--- config.mk ---
export PLATFORM = sky130hd
export DESIGN_NAME = decode_queue
export DESIGN_NICKNAME = d
export VERILOG_FILES = /design/src/rtl/decode_queue_pkg.sv /design/src/rtl/decode_queue_comb.sv /design/src/rtl/decode_queue.sv
export SDC_FILE = /design/constraint.sdc
export NUM_CORES = 1
export LEC_CHECK = 0
export ABC_AREA = 1
export BUFFER_PORTS_ARGS = -buffer_cell sky130_fd_sc_hd__buf_2
export CAP_MARGIN = 20
export CORE_UTILIZATION = 45
export DETAILED_ROUTE_END_ITERATION = 10
export PLACE_DENSITY = 0.69
export REMOVE_ABC_BUFFERS = 1
export SETUP_SLACK_MARGIN = 0.05
export SYNTH_ARGS = -nofsm -noshare
export SYNTH_HDL_FRONTEND = slang
export SYNTH_HIERARCHICAL = 1
export SYNTH_SLANG_ARGS = --single-unit
--- constraint.sdc ---
create_clock -name clk -period 14 [get_ports clk]
set_input_delay 2.8 -clock clk [delete_from_list [all_inputs] [get_ports clk]]
set_output_delay 2.8 -clock clk [all_outputs]
set_load 0.02 [all_outputs]
--- src/rtl/decode_queue_pkg.sv ---
// Shared opcode constants and control-bundle types for the fetch-side decode queue.
package decode_queue_pkg;

    localparam logic [10:0] HLT_OP   = 11'b11010100010;
    localparam logic [7:0]  CBZ_OP   = 8'b10110100;
    localparam logic [7:0]  BCOND_OP = 8'b01010100;
    localparam logic [5:0]  B_OP     = 6'b000101;
    localparam logic [10:0] LDUR_OP  = 11'b11111000010;
    localparam logic [10:0] STUR_OP  = 11'b11111000000;
    localparam logic [8:0]  MOVZ_OP  = 9'b110100101;
    localparam logic [8:0]  SUB_OP   = 9'b110100010;
    localparam logic [8:0]  ADD_OP   = 9'b100100010;
    localparam logic [10:0] CMP_OP   = 11'b11101011000;

    typedef enum logic [1:0] {
        ALU_ADD  = 2'b00,
        ALU_PASS = 2'b01,
        ALU_INSN = 2'b10
    } alu_op_t;

    typedef struct packed {
        logic    reg2loc;
        logic    uncondBranch;
        logic    flagBranch;
        logic    zeroBranch;
        logic    memRead;
        logic    memToReg;
        logic    memWrite;
        logic    aluSrc;
        logic    regWrite;
        logic    useSp;
        logic    flagWrite;
        alu_op_t aluOp;
        logic    halt;
        logic    illegal;
    } ctrl_t;

endpackage

--- src/rtl/decode_queue_comb.sv ---
// Priority decoder: instruction word to control bundle, first match wins.
module decode_comb
    import decode_queue_pkg::*;
(
    input  logic [31:0] insn,
    output ctrl_t       ctrl
);

    always_comb begin
        ctrl = '0;
        if (insn[31:21] == HLT_OP) begin
            ctrl.halt = 1'b1;
        end else if (insn[31:24] == CBZ_OP) begin
            ctrl.reg2loc    = 1'b1;
            ctrl.zeroBranch = 1'b1;
            ctrl.aluOp      = ALU_PASS;
        end else if (insn[31:24] == BCOND_OP && !insn[4]) begin
            ctrl.flagBranch = 1'b1;
        end else if (insn[31:26] == B_OP) begin
            ctrl.uncondBranch = 1'b1;
        end else if (insn[31:21] == LDUR_OP) begin
            ctrl.aluSrc   = 1'b1;
            ctrl.memRead  = 1'b1;
            ctrl.memToReg = 1'b1;
            ctrl.regWrite = 1'b1;
            ctrl.aluOp    = ALU_ADD;
        end else if (insn[31:21] == STUR_OP) begin
            ctrl.reg2loc  = 1'b1;
            ctrl.aluSrc   = 1'b1;
            ctrl.memWrite = 1'b1;
            ctrl.aluOp    = ALU_ADD;
        end else if (insn[31:23] == MOVZ_OP) begin
            ctrl.regWrite = 1'b1;
            ctrl.aluSrc   = 1'b1;
            ctrl.aluOp    = ALU_INSN;
        end else if (insn[31:23] == SUB_OP || insn[31:23] == ADD_OP) begin
            ctrl.regWrite = 1'b1;
            ctrl.aluSrc   = 1'b1;
            ctrl.useSp    = 1'b1;
            ctrl.aluOp    = ALU_INSN;
        end else if (insn[31:21] == CMP_OP && insn[4:0] == 5'b11111) begin
            ctrl.flagWrite = 1'b1;
            ctrl.aluOp     = ALU_PASS;
        end else begin
            // Unknown opcodes still travel down the queue so the fault is raised in order.
            ctrl.illegal = 1'b1;
        end
    end

endmodule

--- src/rtl/decode_queue.sv ---
// Registered decode stage: decodes fetched instructions into a DEPTH-entry FIFO,
// with halt sequencing and branch-redirect flush.
module decode_queue
    import decode_queue_pkg::*;
#(
    parameter int PC_W  = 64,
    parameter int DEPTH = 2
) (
    input  logic            clk,
    input  logic            rst,
    input  logic            in_valid,
    output logic            in_ready,
    input  logic [31:0]     in_insn,
    input  logic [PC_W-1:0] in_pc,
    input  logic            flush,
    input  logic            resume,
    output logic            out_valid,
    input  logic            out_ready,
    output logic            out_reg2loc,
    output logic            out_uncond_branch,
    output logic            out_flag_branch,
    output logic            out_zero_branch,
    output logic            out_mem_read,
    output logic            out_mem_to_reg,
    output logic            out_mem_write,
    output logic            out_alu_src,
    output logic            out_reg_write,
    output logic            out_use_sp,
    output logic            out_flag_write,
    output logic [1:0]      out_alu_op,
    output logic [31:0]     out_insn,
    output logic [PC_W-1:0] out_pc,
    output logic            out_illegal,
    output logic            out_halt,
    output logic            halted
);

    localparam int PTR_W = $clog2(DEPTH);
    localparam int CNT_W = PTR_W + 1;
    localparam logic [PTR_W-1:0] PTR_ONE  = PTR_W'(1);
    localparam logic [CNT_W-1:0] CNT_ONE  = CNT_W'(1);
    localparam logic [CNT_W-1:0] CNT_FULL = CNT_W'(DEPTH);

    ctrl_t           ctrlMem [DEPTH];
    logic [31:0]     insnMem [DEPTH];
    logic [PC_W-1:0] pcMem   [DEPTH];

    logic [PTR_W-1:0] wrPtr, rdPtr;
    logic [CNT_W-1:0] count;
    logic             haltPending;
    logic             inReady, outValid, push, pop;
    ctrl_t            decCtrl, head;

    decode_comb uDecode (
        .insn (in_insn),
        .ctrl (decCtrl)
    );

    // Ready depends only on registered state, never on out_ready or in_valid.
    assign inReady  = (count != CNT_FULL) && !haltPending && !halted;
    assign outValid = (count != '0);
    assign push     = in_valid && inReady && !flush;
    assign pop      = outValid && out_ready;

    always_ff @(posedge clk) begin
        if (push) begin
            ctrlMem[wrPtr] <= decCtrl;
            insnMem[wrPtr] <= in_insn;
            pcMem[wrPtr]   <= in_pc;
        end
    end

    always_ff @(posedge clk or posedge rst) begin
        if (rst) begin
            wrPtr       <= '0;
            rdPtr       <= '0;
            count       <= '0;
            haltPending <= 1'b0;
            halted      <= 1'b0;
        end else begin
            if (flush) begin
                wrPtr <= '0;
                rdPtr <= '0;
                count <= '0;
            end else begin
                if (push) wrPtr <= wrPtr + PTR_ONE;
                if (pop)  rdPtr <= rdPtr + PTR_ONE;
                if (push && !pop)      count <= count + CNT_ONE;
                else if (!push && pop) count <= count - CNT_ONE;
            end

            if (flush || (resume && halted)) haltPending <= 1'b0;
            else if (push && decCtrl.halt)   haltPending <= 1'b1;

            // A dequeue in a flush cycle still completes, so a HLT leaving then halts.
            if (pop && head.halt)       halted <= 1'b1;
            else if (resume && halted)  halted <= 1'b0;
        end
    end

    // Empty queue presents an all-zero payload rather than stale storage.
    assign head     = outValid ? ctrlMem[rdPtr] : ctrl_t'('0);
    assign out_insn = outValid ? insnMem[rdPtr] : '0;
    assign out_pc   = outValid ? pcMem[rdPtr]   : '0;

    assign in_ready          = inReady;
    assign out_valid         = outValid;
    assign out_reg2loc       = head.reg2loc;
    assign out_uncond_branch = head.uncondBranch;
    assign out_flag_branch   = head.flagBranch;
    assign out_zero_branch   = head.zeroBranch;
    assign out_mem_read      = head.memRead;
    assign out_mem_to_reg    = head.memToReg;
    assign out_mem_write     = head.memWrite;
    assign out_alu_src       = head.aluSrc;
    assign out_reg_write     = head.regWrite;
    assign out_use_sp        = head.useSp;
    assign out_flag_write    = head.flagWrite;
    assign out_alu_op        = head.aluOp;
    assign out_illegal       = head.illegal;
    assign out_halt          = head.halt;

endmodule

==> results of run 1 <==
## placed cells by master, fill, tap and decap left out, types with 5 or more instances in the layout
cell / count
a21oi_1: 113
buf_2: 215
buf_4: 7
clkbuf_16: 25
clkinv_1: 8
dfrtp_1: 5
edfxtp_1: 222
inv_1: 19
nand2_1: 250
nand3_1: 13
nand4_1: 5
nor2_1: 20
nor2_2: 7
nor2_4: 5
## flip-flops by register name, summed over array words and instances, names as in the netlist
register,cells
pcMem,128
ctrlMem,30
wrPtr,1
insnMem,64
haltPending,1
count,2
rdPtr,1
halted,1
## critical path: cells and delay by family (launching register included)
kind | cells | cell delay (ns)
AOI/OAI and AO/OA | 1 | 0.18
buffers and inverters | 2 | 1.00
and+or+nand+nor | 1 | 0.81
DFF | 1 | 0.45
## cell type report
| class | instances | area, um2 |
|---|---|---|
| Sequential cell | 228 | 6820 |
| Timing Repair Buffer | 222 | 1130 |
| Multi-Input combinational cell | 426 | 1880 |
| Clock buffer | 27 | 633 |
| Clock inverter | 17 | 183 |
| Fill cell | 1640 | 8460 |
| Tap cell | 265 | 332 |
| Inverter | 24 | 92.6 |
## power breakdown
group	internal, mW	switching (mW)	leakage [nW]
clock network	0.397	0.247	0.398
registers	0.824	0.0291	2.12
logic	0.167	0.447	1.93
## final timing paths
path	from	to	slack (ns)	depth (start not counted)
setup / recovery	count[0]	out_halt	8.17	4
hold / removal	haltPending	haltPending	0.54	2
setup reg to reg	count[1]	ctrlMem[1][13]	11.17	7
hold reg to reg	haltPending	haltPending	0.54	2
max in group asynchronous	rst	rdPtr	11.55	2
min in group asynchronous	rst	halted	2.22	2
## cell families after synthesis
logic type	after synthesis	synth area share (%)
AND/OR/NAND/NOR	307	13.9
flip-flops	228	75.7
AO/OA/AOI/OAI	119	6.68
buffers and inverters	61	3.78
## through the flow
stage / instances / cell area [um2] / power [mW]
final: 1209 / 11100 / 2.11
after global routing: 1209 / 11100 / 2.22
after CTS: 1209 / 11100 / 2.14
after detailed placement: 1165 / 10200 / 1.49
after global placement: 1165 / 10200 / 1.49
after floorplan: 678 / 8760 / 1.27
## per-layer routing
layer  routed length (um)  up-vias  global-route usage [%]
met5                   12        -                       0
met4                  321        2                    4.76
met2                 9650      191                    33.3
met1                 7880     2850                    22.4
met3                 1370       33                    3.60
li1                     -     2922                       -
==> metrics.md, run 1 <==
| Metric | Value |
|---|---|
| Post-synth top area share | about three quarters |
| Slew HR | roughly a third |
| Clock Skew | between 0.01 and 0.015 ns |
| Die area | between 20,000 and 25,000 um2 |
| Clock Tree Root | clkbuf_16 |
| Antenna violations before repair | 1 |
| Max Cap Viol | 0 |
| Tmin final | between 5 and 6 ns |
| Cell variety after synth | 27 |
| Placer Congestion | around 0.81 |
| Unrepaired setup endpoints after global routing | no |
| Slowest stage delay, CP | just over 0.8 ns |
| Largest cells by area after synthesis | edfxtp_1 74%, nand2_1 10%, a21oi_1 6.3% |
| CTS resizes | 0 |
| Dpl ws | 8.62 ns |
| Syn Inst Count | ~700 |
| Pin count of the biggest net entering global routing | 75 |
| Final WS setup | about 8.2 ns |
| CP cell instances | nor2_4 > buf_4 > a21oi_1 > buf_2 |
| FFs w/ async S/R, synth | roughly 2.6% |
| Worst-skew pair later-pin latency | 0.51 ns |
| Largest area contributor in the netlist | edfxtp_1 |
| Die Y-Extent | roughly 140 um |
| Leakage | between 4 and 5 nW |
| Setup Buffers After CTS | 0 |
| Crit. End Element | output pin |
| Longest Clk Path Bufs | 3 |
| Hold buffer count at cts | 0 |
| Vias/cell | approximately 5.0 |
| WL final | around 19,000 um |
| Pre-Repair DR Iteration Count | 4 |
| Startpoint Class | flip-flop |
| Drt drc | 0 |
| All-layer global routing usage | 18.4% |
| Initial core utilization | between 40% and 50% |
| Top Ports | between 200 and 250 |
| Setup TNS Final | 0 ns |
| Post-synthesis sequential area ratio | between 70 and 80% |
| DRT antenna net count | 0 |
| Worst hold slack | between 0.5 and 0.6 ns |
| Layout Utilization | a little under three fifths |
| Width of the die | about 140 um |
| CTS tree | done |
| PD cells | ~190 nW/um2 |
| Run status | completed |
| Share of layout cells above drive strength 1 | 29.6% |
| Max Fclk | ~170 MHz |
| Most used standard cell by instance count after synthesis | nand2_1 |
| First-iteration detailed-routing DRC count | roughly 330 |
| Hpwl dp | between 10,000 and 15,000 um |
| FP Rows | 51 |
| Final hold vios | 0 |
| CP max stage cell | nor2_4 |
| Hold Crit Class | reg -> reg |
| Most frequent cells after synthesis | 250 x nand2_1, 222 x edfxtp_1, 113 x a21oi_1, 23 x nor2_1 |
| Critical Path RT | around 11 ns |
| Max Fanout on Critical Path | 74 |
| Port Buffers | about 220 |
| Post-DR wirelength/cell | roughly 16 um |
| Vias | 5,998 |
| Antenna Cells | 0 |
| Vias in the first global route | 5,766 |
| Mapped Area | approximately 9000 um2 |
| Post-synth top flop | edfxtp_1 |
| Tightest Pin Transition | roughly 1.0 ns |
| Critical Path AT | between 3 and 4 ns |
| H-Tree Level Count | 1 |
| Clk sinks | around 230 |
| Final Cycle Share | between 40% and 50% |
| Synth Register Bits | 228 |
| TritonCTS Buffers | 24 |
| Critical setup path kind | reg -> out |
| Setup Viol. Count Final | 0 |
| Maximum vdd drop | approximately 0.00010 V |
| Final number of max-transition violations | 0 |
| Area grow syn2layout | 22.8% |
| Remaining global-route overflow | 0 |
| Post-layout nets | between 1,000 and 1,500 |
| First-pass GRT wire length | slightly below 30,000 um |
| Mean Syn Cell Area | around 13 um2 |
| Clock-pin transition on the worst setup and hold timing paths | 0.06 ns |
| Post-synth EDFFs | roughly 220 |
| Placeable Area | 19,500 um2 |
| Yosys warns | 6 |
(Power assumes the default switching activity.)
==> run 2: changes to the inputs <==
PLACE_DENSITY = 0.72   (was 0.69)
clock period = 5 ns   (was 14 ns; I/O delays follow)
==> metrics.md, run 2 (synthesis results as in run 1) <==
| Metric | Value |
|---|---|
| Crit path buf inv count | 3 (+1) |
| Design Area, Final | 11,100 um2 (+0.32%) |
| FP Rows | 51 (unchanged) |
| Crit. End Element | output pin |
| Run status | completed |
| Clock-pin transition on the worst setup and hold timing paths | 0.06 ns (about the same) |
| PD cells | 528 nW/um2 (+180%) |
| Tmin final | about 3.8 ns |
| Post-DR wirelength/cell | 15.9 um (about the same) |
| Vias/cell | 4.95 (-0.21%) |
| H-Tree Level Count | 1 (unchanged) |
| Most flops, register | pcMem |
| Maximum vdd drop | 0.000298 V (+190%) |
| Die area | 20,600 um2 (unchanged) |
| Max Cap Viol | 0 (unchanged) |
| Hold Crit Class | in -> async |
| Area grow syn2layout | 23.2% |
| Top flop regs | pcMem x128, insnMem x64, ctrlMem x30 |
| Placeable Area | 19,500 um2 (unchanged) |
| Hpwl dp | 12,100 um (+4.8%) |
| Vias in the first global route | 5,653 (-2.0%) |
| Area after DPL | 10,300 um2 (+0.66%) |
| Pre-Repair DR Iteration Count | 4 (unchanged) |
| Leakage | 4.46 nW (+0.29%) |
| Max Fanout on Critical Path | 66 (-11%) |
| TritonCTS Buffers | 24 (unchanged) |
| Max FFs per register | 128 (unchanged) |
| Layout Utilization | 56.8% (+0.18 points) |
| Share of layout cells above drive strength 1 | 29.8% (+0.25 points) |
| Critical Path AT | 2.82 ns (-0.21 ns) |
| Drt drc | 0 (unchanged) |
| Final hold vios | 0 (unchanged) |
| Vias | 6,005 (+0.12%) |
| Setup Buffers After CTS | 0 (unchanged) |
| Antenna violations before repair | 1 (unchanged) |
| Critical Path RT | 4.00 ns (-7.20 ns) |
| Port Buffers | 215 (unchanged) |
| Clock Tree Root | clkbuf_16 |
| Placer Congestion | 0.763 (-5.7%) |
| CTS tree | done |
| Slew HR | 40.0% (+7.7 points) |
| DRT antenna net count | 0 (unchanged) |
| Worst-skew pair later-pin latency | 0.50 ns (about the same) |
| CP top delay family | buffers and inverters |
| First-iteration detailed-routing DRC count | 340 (+2.7%) |
| Reg-to-reg startpoint | count[1] |
| Remaining global-route overflow | 0 (unchanged) |
| Die Y-Extent | 144 um (unchanged) |
| CP Launch Point | rdPtr |
| Startpoint Class | flip-flop |
| Setup TNS Final | 0 ns (unchanged) |
| Clk sinks | 228 (unchanged) |
| Slowest stage delay, CP | 0.73 ns (-0.08 ns) |
| Pin count of the biggest net entering global routing | 67 (-11%) |
| Tightest Pin Transition | 0.898 ns (-0.116 ns) |
| Post-layout nets | 1,032 (+0.39%) |
| CP cell instances | inv_4 > buf_4 > nand2_1 > a21oi_1 > buf_2 |
| Initial core utilization | 46.1% (unchanged) |
| Final number of max-transition violations | 0 (unchanged) |
| Width of the die | 144 um (unchanged) |
| Commonest non-fill, non-tap cell in the layout | nand2_1 |
| Clock Skew | 0.0137 ns (+0.000620 ns) |
| Final Cycle Share | about three quarters |
| Critical setup path kind | reg -> out |
| Setup Viol. Count Final | 0 (unchanged) |
| WL final | 19,300 um (+0.30%) |
| Longest Clk Path Bufs | 3 (unchanged) |
| Hold buffer count at cts | 0 (unchanged) |
| Max Fclk | ~260 MHz |
| All-layer global routing usage | 18.4% (about the same) |
| First-pass GRT wire length | 29,200 um (-0.19%) |
| CTS resizes | 0 (unchanged) |
| CP max stage cell | dfrtp_4 |
| Worst hold slack | 0.403 ns (-0.139 ns) |
| Top Ports | 216 (unchanged) |
| Commonest non-fill, non-tap cells in the layout | 250 x nand2_1, 222 x edfxtp_1, 215 x buf_2 |
| Unrepaired setup endpoints after global routing | no |
## run 2: power breakdown
part | total [mW] | leakage, nW | internal [mW] | switching (mW)
Sequential | 2.40 | 2.12 | 2.31 | 0.0964
Combinational | 1.71 | 1.96 | 0.485 | 1.23
Clock | 1.74 | 0.382 | 1.06 | 0.686
## run 2: final cells by class
| cell class | instances | area [um2] |
|---|---|---|
| tap | 265 | 332 |
| sequential | 228 | 6820 |
| clock buffer | 28 | 637 |
| fill | 1620 | 8430 |
| timing repair buffer | 226 | 1200 |
| clock inverter | 14 | 141 |
| inverter | 24 | 92.6 |
| antenna | 2 | 5.00 |
| multi-input combinational | 426 | 1880 |
## run 2: path summary, 6_finish.rpt
kind / end / slack [ns] / cells after the start
setup / recovery: out_insn[31] / 1.18 / 5
hold / removal: count[0] / 0.40 / 2
setup reg to reg: pcMem[0][39] / 2.58 / 6
hold reg to reg: haltPending / 0.53 / 2
max in group asynchronous: rdPtr / 4.37 / 2
min in group clk: haltPending / 0.53 / 2
## run 2: stage by stage
stage          std cells  power (mW)  setup WS (ns)
2_1_floorplan        678        3.55          -1.45
3_3_place_gp        1169        4.16           1.64
3_5_place_dp        1169        4.18           1.67
4_1_cts             1211        5.93           1.12
5_1_grt             1212        6.17          0.967
6_report            1213        5.86           1.18
## run 2: metal layers
metal / up-vias / wire (um) / track usage (%)
li1: 2928 / - / -
met1: 2846 / 8170 / 24.0
met2: 204 / 9560 / 31.7
met3: 27 / 1190 / 3.33
met4: 0 / 375 / 4.98
met5: - / 0 / 0
